[config.mk]
export PLATFORM = sky130hd
export DESIGN_NAME = gf180mcu_fd_sc_mcu9t5v0__antenna_deglitch_flat
export DESIGN_NICKNAME = d
export VERILOG_FILES = /design/src/rtl/gf180mcu_fd_sc_mcu9t5v0__antenna_deglitch_if.sv /design/src/rtl/gf180mcu_fd_sc_mcu9t5v0__antenna_deglitch.sv /design/src/flat_wrapper.sv
export SDC_FILE = /design/constraint.sdc
export NUM_CORES = 1
export LEC_CHECK = 0
export CAP_MARGIN = 15
export CORE_AREA = 4 4 50 52
export CTS_BUF_LIST = sky130_fd_sc_hd__clkbuf_4 sky130_fd_sc_hd__clkbuf_8
export DETAILED_ROUTE_END_ITERATION = 6
export DIE_AREA = 0 0 54 56
export DONT_BUFFER_PORTS = 1
export GPL_ROUTABILITY_DRIVEN = 0
export MAX_ROUTING_LAYER = met4
export PLACE_DENSITY = 0.81
export SETUP_SLACK_MARGIN = 0.02
export SYNTH_ARGS = -nofsm -noshare
export SYNTH_HDL_FRONTEND = slang
export SYNTH_SLANG_ARGS = --single-unit
export TNS_END_PERCENT = 1
[constraint.sdc]
create_clock -name CLK -period 1.9 [get_ports CLK]
set_input_delay 0.095 -clock CLK [delete_from_list [all_inputs] [get_ports CLK]]
set_output_delay 0.095 -clock CLK [all_outputs]
set_load 0.01 [all_outputs]
[src/rtl/gf180mcu_fd_sc_mcu9t5v0__antenna_deglitch_if.sv]
// Channel bundle between raw pad inputs and the deglitch block.
// Latency: none, the interface holds wires only.
// Backpressure: none, these are level signals and carry no handshake.
interface gf180mcu_fd_sc_mcu9t5v0__antenna_deglitch_if #(
    parameter int N = 4
);
    logic [N-1:0] I;
    logic         EN;
    logic         CLR;
    logic [N-1:0] Z;
    logic [N-1:0] RISE;
    logic [N-1:0] FALL;
    logic [N-1:0] ACT;

    // Driver side: supplies the raw inputs and controls, and observes the results.
    modport master (
        output I, EN, CLR,
        input  Z, RISE, FALL, ACT
    );

    // Deglitch block side.
    modport slave (
        input  I, EN, CLR,
        output Z, RISE, FALL, ACT
    );
endinterface

[src/rtl/gf180mcu_fd_sc_mcu9t5v0__antenna_deglitch.sv]
// Per-channel synchroniser followed by a consecutive-cycle deglitch filter, with edge pulses and sticky activity flags.
// Latency: SYNC_STAGES+FILT_CYCLES edges from a stable input change to Z. In bypass mode it is SYNC_STAGES+1 edges.
// Backpressure: none. EN=0 freezes Z and discards any pending qualification count.
module gf180mcu_fd_sc_mcu9t5v0__antenna_deglitch #(
    parameter int N           = 4,
    parameter int SYNC_STAGES = 2,
    parameter int FILT_CYCLES = 4,
    parameter int MODE        = 1
) (
`ifdef USE_POWER_PINS
    inout wire VDD,
    inout wire VSS,
`endif
    input logic CLK,
    input logic RST,
    gf180mcu_fd_sc_mcu9t5v0__antenna_deglitch_if.slave bus
);
    // Bypass is a filter of length one, so both modes share one datapath.
    localparam int FILT = (MODE == 0) ? 1 : FILT_CYCLES;
    localparam int CW   = $clog2(FILT_CYCLES + 1);
    localparam logic [CW-1:0] LAST = CW'(FILT - 1);

    logic [N-1:0]  sync_q [SYNC_STAGES];
    logic [CW-1:0] cnt_q  [N];
    logic [N-1:0]  z_q;
    logic [N-1:0]  rise_q;
    logic [N-1:0]  fall_q;
    logic [N-1:0]  act_q;
    logic [N-1:0]  s;
    logic [N-1:0]  differ;
    logic [N-1:0]  hit;

    assign s      = sync_q[SYNC_STAGES-1];
    assign differ = s ^ z_q;

    // The synchroniser chain always runs, independent of EN, so it is settled whenever filtering resumes.
    always_ff @(posedge CLK or posedge RST) begin
        if (RST) begin
            for (int k = 0; k < SYNC_STAGES; k++) sync_q[k] <= '0;
        end else begin
            sync_q[0] <= bus.I;
            for (int k = 1; k < SYNC_STAGES; k++) sync_q[k] <= sync_q[k-1];
        end
    end

    // A channel qualifies when it has differed from Z for the full filter length.
    always_comb begin
        hit = '0;
        for (int i = 0; i < N; i++) begin
            hit[i] = bus.EN && differ[i] && (cnt_q[i] == LAST);
        end
    end

    // Qualification counters restart whenever s agrees with Z, on a qualifying edge, or while disabled.
    always_ff @(posedge CLK or posedge RST) begin
        if (RST) begin
            for (int i = 0; i < N; i++) cnt_q[i] <= '0;
        end else begin
            for (int i = 0; i < N; i++) begin
                if (!bus.EN || !differ[i] || hit[i]) cnt_q[i] <= '0;
                else                                  cnt_q[i] <= cnt_q[i] + CW'(1);
            end
        end
    end

    // Z follows s on qualification, and the edge pulses fire in the first cycle Z shows the new value.
    // A set of ACT takes priority over CLR in the same cycle, so that activity is never lost.
    always_ff @(posedge CLK or posedge RST) begin
        if (RST) begin
            z_q    <= '0;
            rise_q <= '0;
            fall_q <= '0;
            act_q  <= '0;
        end else begin
            z_q    <= z_q ^ hit;
            rise_q <= hit & s;
            fall_q <= hit & ~s;
            act_q  <= (act_q & ~{N{bus.CLR}}) | hit;
        end
    end

    assign bus.Z    = z_q;
    assign bus.RISE = rise_q;
    assign bus.FALL = fall_q;
    assign bus.ACT  = act_q;
endmodule
[src/flat_wrapper.sv]
// flat-port wrapper written by rule: the top's interface ports become plain ports
module gf180mcu_fd_sc_mcu9t5v0__antenna_deglitch_flat 
#(
    parameter int N           = 4,
    parameter int SYNC_STAGES = 2,
    parameter int FILT_CYCLES = 4,
    parameter int MODE        = 1
)
  (CLK, RST, bus_I, bus_EN, bus_CLR, bus_Z, bus_RISE, bus_FALL, bus_ACT);
  gf180mcu_fd_sc_mcu9t5v0__antenna_deglitch_if #(.N(N)) bus_i ();
  input logic CLK;
  input logic RST;
  input wire logic [$bits(bus_i.I)-1:0] bus_I;
  input wire logic [$bits(bus_i.EN)-1:0] bus_EN;
  input wire logic [$bits(bus_i.CLR)-1:0] bus_CLR;
  output wire logic [$bits(bus_i.Z)-1:0] bus_Z;
  output wire logic [$bits(bus_i.RISE)-1:0] bus_RISE;
  output wire logic [$bits(bus_i.FALL)-1:0] bus_FALL;
  output wire logic [$bits(bus_i.ACT)-1:0] bus_ACT;
  assign bus_i.I = bus_I;
  assign bus_i.EN = bus_EN;
  assign bus_i.CLR = bus_CLR;
  assign bus_Z = bus_i.Z;
  assign bus_RISE = bus_i.RISE;
  assign bus_FALL = bus_i.FALL;
  assign bus_ACT = bus_i.ACT;
  gf180mcu_fd_sc_mcu9t5v0__antenna_deglitch #(.N(N), .SYNC_STAGES(SYNC_STAGES), .FILT_CYCLES(FILT_CYCLES), .MODE(MODE)) u_core (.CLK(CLK), .RST(RST), .bus(bus_i));
endmodule
After elaboration in Yosys (flattened, before gate mapping)
Cells that the tools add are included.
{"block": "word_totals", "regBits": 36, "input_bits": 8, "output_inout_bits": 16, "word_cells": 51}
{"block": "op_classes", "addsub": 4, "eq_ne": 4, "muxes": 4, "n_bitwise": 8, "n_reduce_logical": 21}
{"operator": "$add A3 B1 Y3 const B", "n": 4}
{"operator": "$and A4 B4 Y4", "n": 3}
{"operator": "$eq A3 B2 Y1 const B", "n": 4}
{"operator": "$mux W3", "n": 4}
{"operator": "$logic_and A1 B1 Y1", "n": 8}
{"operator": "$logic_or A1 B1 Y1", "n": 8}
{"operator": "$not A4 Y4", "n": 2}
{"operator": "$xor A4 B4 Y4", "n": 2}
{"operator": "$logic_not A1 Y1", "n": 5}
{"operator": "$or A4 B4 Y4", "n": 1}

Logic depth before layout (Yosys ltp)
Gate-level depths: netlist of the first run.
{"block": "depth", "ltp_word": 5, "mapped_depth": 4, "mapped_depth_nobuf": 4}

Least setup slack after synthesis of the first run
Ideal clock, no wire load.
{"block": "synth_timing", "path_kind": "register -> register", "startpoint": "register u_core.cnt_q[6] in the netlist's numbering", "endpoint": "register u_core.z_q[1], in the netlist u_core.bus.Z[1]", "setup_time_ns": 0.125, "arrival_time_ns": 1.175, "t_required_ns": 1.775, "setup_slack_ns": 0.601, "stages_incl_launch_ff": 5, "n_path_buf": 0, "synth_period_minus_slack_ns": 1.299, "cell_sequence": "dfrtp_1 -> ha_1 -> ha_1 -> nand2_1 -> mux2_2"}
{"block": "synth_between", "elab_chain_cells": 3}
{"item": "start, declared", "line_no": "gf180mcu_fd_sc_mcu9t5v0__antenna_deglitch.sv:24", "rtl": "logic [CW-1:0] cnt_q [N];"}
{"item": "start signal, assigned by index", "line_no": "gf180mcu_fd_sc_mcu9t5v0__antenna_deglitch.sv:61", "rtl": "else cnt_q[i] <= cnt_q[i] + CW'(1);"}
{"item": "$eq A3 B2 Y1", "line_no": "gf180mcu_fd_sc_mcu9t5v0__antenna_deglitch.sv:50", "rtl": "hit[i] = bus.EN && differ[i] && (cnt_q[i] == LAST);"}
{"item": "$logic_and A1 B1 Y1", "line_no": "gf180mcu_fd_sc_mcu9t5v0__antenna_deglitch.sv:50"}
{"item": "$xor A4 B4 Y4", "line_no": "gf180mcu_fd_sc_mcu9t5v0__antenna_deglitch.sv:75", "rtl": "z_q <= z_q ^ hit;"}
{"item": "end signal, assigned", "line_no": "gf180mcu_fd_sc_mcu9t5v0__antenna_deglitch.sv:75"}
{"item": "end, declared", "line_no": "gf180mcu_fd_sc_mcu9t5v0__antenna_deglitch.sv:25", "rtl": "logic [N-1:0] z_q;"}
No other way between the ends.

Final worst setup path of the first run
{"block": "layout_timing", "startpoint": "register u_core.cnt_q[3] in the netlist's numbering", "endpoint": "register u_core.act_q[2], in the netlist u_core.bus.ACT[2]"}
{"block": "layout_between", "elab_chain_cells": 3}
{"item": "$eq A3 B2 Y1", "line_no": "gf180mcu_fd_sc_mcu9t5v0__antenna_deglitch.sv:50"}
{"item": "$logic_and A1 B1 Y1", "line_no": "gf180mcu_fd_sc_mcu9t5v0__antenna_deglitch.sv:50"}
{"item": "$or A4 B4 Y4", "line_no": "gf180mcu_fd_sc_mcu9t5v0__antenna_deglitch.sv:78", "rtl": "act_q <= (act_q & ~{N{bus.CLR}}) | hit;"}
{"item": "end signal, assigned", "line_no": "gf180mcu_fd_sc_mcu9t5v0__antenna_deglitch.sv:78"}
{"item": "end, declared", "line_no": "gf180mcu_fd_sc_mcu9t5v0__antenna_deglitch.sv:28", "rtl": "logic [N-1:0] act_q;"}
No other way between the ends.

==> results summary, run 1 <==
The total negative slack for setup checks came out at 0 ps. The part of the Yosys area used for sequential elements came out at 0.669. The total global-route track usage came out at 0.168. The setup path with the least slack is of type flip-flop to flip-flop. Ranked by total cell area, the synthesized netlist is headed by sky130_fd_sc_hd__dfrtp_1 (67%), sky130_fd_sc_hd__ha_1 (10%), sky130_fd_sc_hd__nor3b_1 (6.7%), sky130_fd_sc_hd__mux2_2 (3.3%), sky130_fd_sc_hd__nor3_1 (3.0%). The cell that appears most often on the critical path is sky130_fd_sc_hd__ha_1.

The floorplan step defined a core boundary enclosing 2110 µm². In the layout the commonest cells are sky130_fd_sc_hd__dfrtp_1 (36), sky130_fd_sc_hd__nor3b_1 (12), sky130_fd_sc_hd__ha_1 (11). The total via count in the routed design came out at 728. The initial core utilization came out at 0.640. For this design the static power due to leakage is 0.704 nW. The sink count of the clock tree came out at 36.

The post-CTS setup-driven buffer insertion count is 0. The first-pass detailed-route iteration total came out at 3. The total die area came out at 3020 µm². The repair_antennas step left the layout with diodes totalling 0. The share of Yosys cell area claimed by the top area cell type came out at 0.669. The via count of the first global-routing pass is 738. The share of total power dissipated in combinational logic is 0.103. The H-tree depth came out at 2. Max-cap violations in this run came to 0. Row generation in the floorplan step produced 17 rows. From synthesis to final layout, the design area changed by 11.9%. Power spread over the standard cell area amounts to 891 nW/µm². The top achievable clock speed came out at 595 MHz.

The share of total power dissipated in sequential elements is 0.650. The maximum root-to-sink buffer count came out at 2. The die extent in y came out at 56 µm. The worst-case vdd ir drop came out at 650 µV. The later pin in the worst-skew pair is clocked with a latency of 320 ps.

For this run, the number of Yosys warnings is 0. Using the TritonRoute via totals, the vias-per-cell ratio works out to 5.28. After synthesis the netlist holds a flip-flop and latch count of 36.

The total standard cell area after synthesis came out at 1350 µm². At the pin with the least slew margin, the transition time is 372 ps. Averaged over all synthesized cells, the footprint is 14.0 µm². The number of antenna violations at the first check in global routing came out at 0. The number of resized instances in the post-cts repair step is 0. After the last flow step, the layout net total stands at 131. The wire length of the first global-routing pass is 3.43 mm. Timing analysis after detailed placement gives a worst setup slack of 496 ps. The final wirelength is 2.03 mm. STA classifies the critical path startpoint as a flip-flop. The routed metal-1 wire length came out at 800 µm. The final number of hold-violating endpoints came out at 0. On the final layout, the worst clock skew is 6.85 ps. The number of buffers added by the clock tree synthesis step is 5. Synthesis produced 96 cells. On the critical path the largest part of the delay comes from buffers and inverters.

The min-delay analysis places its worst path in the category input port to asynchronous set/reset pin. The detailed-routed wire length on met2 came out at 1.04 mm. The count of hold-fix buffers inserted at cts came out at 8. The final-layout fill cell count is 141.

The largest area contributor in the synthesized netlist is sky130_fd_sc_hd__dfrtp_1. The fraction of layout cells with a size suffix above 1 is 0.0909. Clock tree synthesis selected as its root buffer the cell sky130_fd_sc_hd__clkbuf_4.

The width of the chip came out at 54 µm. The highest signal layer in the routed design is met4. Clock-pin slew was measured on the worst setup and hold paths at 90 ps.

Traced cell by cell, the critical path runs through ha_1 -> ha_1 -> nand2_1 -> o22ai_1 -> dlygate4sd3_1. The proportion of power drawn by the clock network came out at 0.247. The detail route stage leaves a number of antenna-violating nets equal to 0. The largest individual stage delay along the critical path comes from the cell sky130_fd_sc_hd__dlygate4sd3_1. Setup repair after global routing left no endpoint under its margin. After detailed routing, the number of remaining DRC violations is 0. The quantity of I/O buffers inserted on ports came out at 0.

The relative slew slack came out at 0.750. The count of routing violations after the opening detailed-route iteration is 1. The critical path arrival is 1890 ps. For this run, the slowest stage of the critical path takes 560 ps.

The internal portion of the total power is 1.01 mW. Leaving out fill and tap cells, the most frequent cell in the layout is sky130_fd_sc_hd__dfrtp_1. The netlist uses 10 different library cells. The run finished with clean final reports. Setup slack on the critical path of the routed design comes to 220 ps. After detailed routing, the met3 layer carries 149 µm of wire.

The half-perimeter wire length after detailed placement came out at 1.52 mm. Summed over all layers, the global routing overflow is 0. The peak fanout along the critical path came out at 4. The post-route clock period utilization is 0.884.

The I/O pin total is 24. TritonCTS built the clock tree. The switching share of power came out at 0.248. The final max-slew violation count came out at 0. Across all hold checks on the routed design, the worst slack comes to 170 ps.

The net count of the mapped netlist came out at 115. The sort of element at the end of the critical path is a flip-flop. At the worst endpoint, the required time is 2110 ps. Entering global routing, the biggest net connects 28 pins. The number of buffers and inverters on the critical path is 1.

The routed wire length per instance came out at 14.7 µm. The count of endpoints failing setup in the final report came out at 0. The switching power summed over all nets came out at 333 µW. For the finished layout, the period the worst path requires is 1680 ps.
[path summary, 6_finish.rpt]
path,from,end,slack [ps],cells past startpoint
max,u_core.cnt_q[3],u_core.bus.ACT[2],220,5
min,RST,u_core.cnt_q[3],170,2
max reg2reg,u_core.cnt_q[3],u_core.bus.ACT[2],220,5
min reg2reg,u_core.sync_q[4],u_core.s[0],350,0
max in group asynchronous,RST,u_core.sync_q[4],1070,3
min in group CLK,bus_I[1],u_core.sync_q[5],330,1
[Yosys cell counts (all sizes together)]
master and n:
mux2 4, nor3b 12, dfrtp 36, nand2 4, nand2b 4, inv 9, o22ai 4, ha 11
nor3 8, xnor2 4
[state kept, by name, indices dropped and copies added (netlist names)]
name / cells
u_core.cnt_q: 12
u_core.bus.ACT: 4
u_core.bus.FALL: 4
u_core.bus.RISE: 4
u_core.bus.Z: 4
u_core.s: 4
u_core.sync_q: 4
[cell type report]
cell class | instances | area, µm² | share of cell area
Sequential cell | 36 | 901 | 0.598
Timing Repair Buffer | 9 | 87.6 | 0.0581
Clock buffer | 5 | 37.5 | 0.0249
Tap cell | 28 | 35.0 | 0.0232
Multi-Input combinational cell | 51 | 413 | 0.274
Inverter | 9 | 33.8 | 0.0224
[worst reg2reg max path: stages (launching register included)]
cell                            delay, ps
sky130_fd_sc_hd__dfrtp_1              400
sky130_fd_sc_hd__ha_1                 220
sky130_fd_sc_hd__ha_1                 180
sky130_fd_sc_hd__nand2_1              130
sky130_fd_sc_hd__o22ai_1               80
sky130_fd_sc_hd__dlygate4sd3_1        560
[cells by family after synthesis]
logic type | Yosys count | synth area share
fa+ha+maj | 11 | 0.102
flops | 36 | 0.669
xor+xnor | 4 | 0.0260
simple gates | 28 | 0.126
compound gates | 4 | 0.0186
mux | 4 | 0.0334
buf+inv | 9 | 0.0251
[power groups by stage]
stage	sequential, mW	clock (mW)	combinational [mW]
after floorplan	0.875	0	0.102
after global placement	0.882	0	0.117
after detailed placement	0.889	0	0.127
after CTS	0.874	0.349	0.142
after global routing	0.883	0.379	0.157
final	0.873	0.332	0.138
[through the flow]
| step | area (µm²) | cells | power, mW | util |
|---|---|---|---|---|
| after floorplan | 1350 | 96 | 0.977 | - |
| after global placement | 1390 | 125 | 0.999 | 0.660 |
| after detailed placement | 1390 | 125 | 1.02 | 0.660 |
| after CTS | 1510 | 138 | 1.37 | 0.716 |
| after global routing | 1510 | 138 | 1.42 | 0.716 |
| final | 1510 | 138 | 1.34 | 0.716 |
[metal layers]
metal | GRT usage | vias to the layer above
met1 | 0.189 | 350
met3 | 0.0831 | 6
li1 | - | 353
met2 | 0.253 | 19
met5 | - | -
met4 | 0.0641 | 0
Power figures use the tool's default switching activity.
==> inputs of run 2 (changes only) <==
--- a/config.mk
+++ b/config.mk
@@ -5,15 +5,15 @@
 export SDC_FILE = /design/constraint.sdc
 export NUM_CORES = 1
 export LEC_CHECK = 0
+export BUFFER_PORTS_ARGS = -buffer_cell sky130_fd_sc_hd__buf_4
 export CAP_MARGIN = 15
-export CORE_AREA = 4 4 50 52
+export CORE_AREA = 2 2 51 53
 export CTS_BUF_LIST = sky130_fd_sc_hd__clkbuf_4 sky130_fd_sc_hd__clkbuf_8
 export DETAILED_ROUTE_END_ITERATION = 6
-export DIE_AREA = 0 0 54 56
-export DONT_BUFFER_PORTS = 1
+export DIE_AREA = 0 0 53 55
 export GPL_ROUTABILITY_DRIVEN = 0
 export MAX_ROUTING_LAYER = met4
-export PLACE_DENSITY = 0.81
+export PLACE_DENSITY = 0.82
 export SETUP_SLACK_MARGIN = 0.02
 export SYNTH_ARGS = -nofsm -noshare
 export SYNTH_HDL_FRONTEND = slang
==> run 2 against run 1 <==
Highest routed layer unchanged; register-to-register slack gained 280 ps; hold slack lost 60 ps; die area decreased by 3.6%; worst setup slack better by 280 ps; critical path type unchanged; routed wire length is 1.9% lower; core utilization fell by 1.3 points.
==> results summary, run 2 (synthesized netlist as in run 1, its figures left out) <==
The remaining number of nets flagged by the antenna check after routing is 0. The final number of hold-violating endpoints came out at 0. The critical path data required time is 2110 ps. After clock tree synthesis, the flow added hold-fix buffers numbering 6. The repair_antennas step left the layout with diodes totalling 0. The startpoint of the worst setup timing path is u_core.cnt_q[6]. The routed wire length per instance is 12.4 µm. The proportion of power drawn by the clock network is 0.241. The time the final worst path needs with I/O delays and setup came out at 1400 ps. The total global-route track usage came out at 0.190. In this run the critical register-to-register path is launched from u_core.cnt_q[6].

The floorplan step set the die height to 55 µm. The sort of element at the end of the critical path is a flip-flop. The later-pin clock latency in the skew report came out at 320 ps. The final layout net count came out at 152. The leakage power summed over all cells is 0.813 nW. The largest net degree at the start of global routing came out at 37. The number of antenna violations at the first check in global routing came out at 0. The internal power of the cells totals 1.04 mW. In this run the worst setup path terminates at u_core.bus.Z[1]. The sequential share of power came out at 0.624. From synthesis to final layout, the design area changed by 23.4%. The sink count of the clock tree came out at 36. The critical path arrival came out at 1610 ps. The register-to-register setup slack came out at 500 ps.

The die covers 2920 µm². The initial core utilization is 0.570. Across the run, the number of max-cap violations was 0. STA classifies the critical path startpoint as a flip-flop. In this run the critical register-to-register path is captured at u_core.bus.Z[1].

The total congestion overflow is 0. In the final layout, the share of cells above drive strength 1 is 0.252. The top cell types in the final layout, fill and taps aside, are sky130_fd_sc_hd__dfrtp_1 (36), sky130_fd_sc_hd__buf_4 (24), sky130_fd_sc_hd__nor3b_1 (12).

The via count of the first global-routing pass came out at 802. Ranked by flip-flop count, first place goes to u_core.cnt_q. The critical path in this run is classified as flip-flop to flip-flop. The switching power summed over all nets came out at 336 µW. The number of rows in the core area came out at 18.

The worst-case vdd ir drop came out at 699 µV. The peak fanout along the critical path came out at 4. Static timing analysis puts the maximum clock frequency at 712 MHz. The flip-flop count of the largest register after layout came out at 12.

The maximum clock skew at final layout came out at 5.21 ps. Buffers added to address setup during post-CTS repair amount to 0. For this design the top-level I/O count stands at 24.

The final max-slew violation count was 0. The total power of the final layout is 1.38 mW. The count of endpoints failing setup in the final report is 0. The core region area is 2360 µm². In this run, the number of DRC markers left after iteration 0 of detailed routing was 5. The switching share of power is 0.244.

Setup repair after global routing left no endpoint under its margin. The path class of the tightest hold or removal check is input port to flip-flop. The slew of the pin with the lowest slew margin is 420 ps. The quantity of I/O buffers inserted on ports came out at 23. The total negative slack for setup checks came out at 0 ps. Of the total power, combinational logic draws 0.135. The total power density per cell area came out at 828 nW/µm². The relative slew slack came out at 0.720.

The average vias per placed instance is 4.97. The width of the chip is 53 µm. The first-pass detailed-route iteration total is 4. The half-perimeter wire length after detailed placement is 1.43 mm. In this run the deepest clock path goes through 2 buffers. The number of cell instances on the worst register-to-register path came out at 4.

The number of buffers added by the clock tree synthesis step is 5. The number of remaining DRC errors came out at 0. After clock tree synthesis, the repair step resized 0 gates.

The most common cell after layout, fill and taps aside is sky130_fd_sc_hd__dfrtp_1. The total via count in the routed design is 800. After clock tree synthesis, the clock-pin slew on the worst setup and hold paths is 90 ps. The wire length of the first global-routing pass is 3.57 mm. The cell sitting at the root of the clock tree is a sky130_fd_sc_hd__clkbuf_4. The H-tree was split into 2 levels. The TritonCTS clock tree is done.

The run finished with clean final reports. The post-route clock period utilization came out at 0.739. Wires add up to 1.99 mm.
-- run 2: cell count changes in the layout (fill, tap and decap cells not counted) --
cell,previous run,this run
sky130_fd_sc_hd__dlygate4sd3_1,8,6
sky130_fd_sc_hd__buf_4,1,24
-- run 2: final cells by class --
| cell class | count | area [µm²] |
|---|---|---|
| inverters | 9 | 33.8 |
| fillers | 172 | 702 |
| repair buffers | 30 | 240 |
| multi-input cells | 51 | 413 |
| well taps | 30 | 37.5 |
| clock buffers | 5 | 37.5 |
| flip-flops and latches | 36 | 901 |
-- run 2: through the flow --
step	instances	hold slack (ps)	utilization	setup WS, ps	cell area, µm²
finish	161	110	0.703	495	1660
global route	161	122	0.703	447	1660
CTS	161	97.7	0.703	502	1660
detailed placement	150	206	0.662	512	1570
global placement	150	205	0.662	569	1570
floorplan	96	126	-	601	1350
-- run 2: worst min-delay path by stage --
stage / start / end / cells past startpoint
floorplan: bus_I[0] / u_core.sync_q[4] / 0
global placement: RST / u_core.sync_q[6] / 3
detailed placement: bus_I[1] / u_core.sync_q[5] / 1
CTS: bus_EN / u_core.cnt_q[11] / 3
global route: bus_EN / u_core.cnt_q[11] / 3
finish: bus_EN / u_core.cnt_q[9] / 3
-- run 2: power by group through the flow --
stage	sequential [mW]	clock (mW)	combinational, mW
after global routing	0.868	0.381	0.213
after detailed placement	0.875	0	0.180
after CTS	0.860	0.344	0.190
after floorplan	0.875	0	0.102
final	0.859	0.332	0.186
after global placement	0.870	0	0.172
-- run 2: metal layers --
layer / track usage / share of wire / vias to the layer above / routed length [µm]
met4: 0.103 / 0.012 / 0 / 24
li1: - / - / 397 / -
met2: 0.285 / 0.52 / 16 / 1030
met3: 0.0806 / 0.049 / 2 / 97
met5: - / 0 / - / 0
met1: 0.217 / 0.42 / 385 / 842
-- run 2: worst max-delay path, stage by stage (launching register included) --
cell,delay (ps)
sky130_fd_sc_hd__dfrtp_1,400
sky130_fd_sc_hd__ha_1,230
sky130_fd_sc_hd__ha_1,180
sky130_fd_sc_hd__nand2_1,140
sky130_fd_sc_hd__mux2_2,350
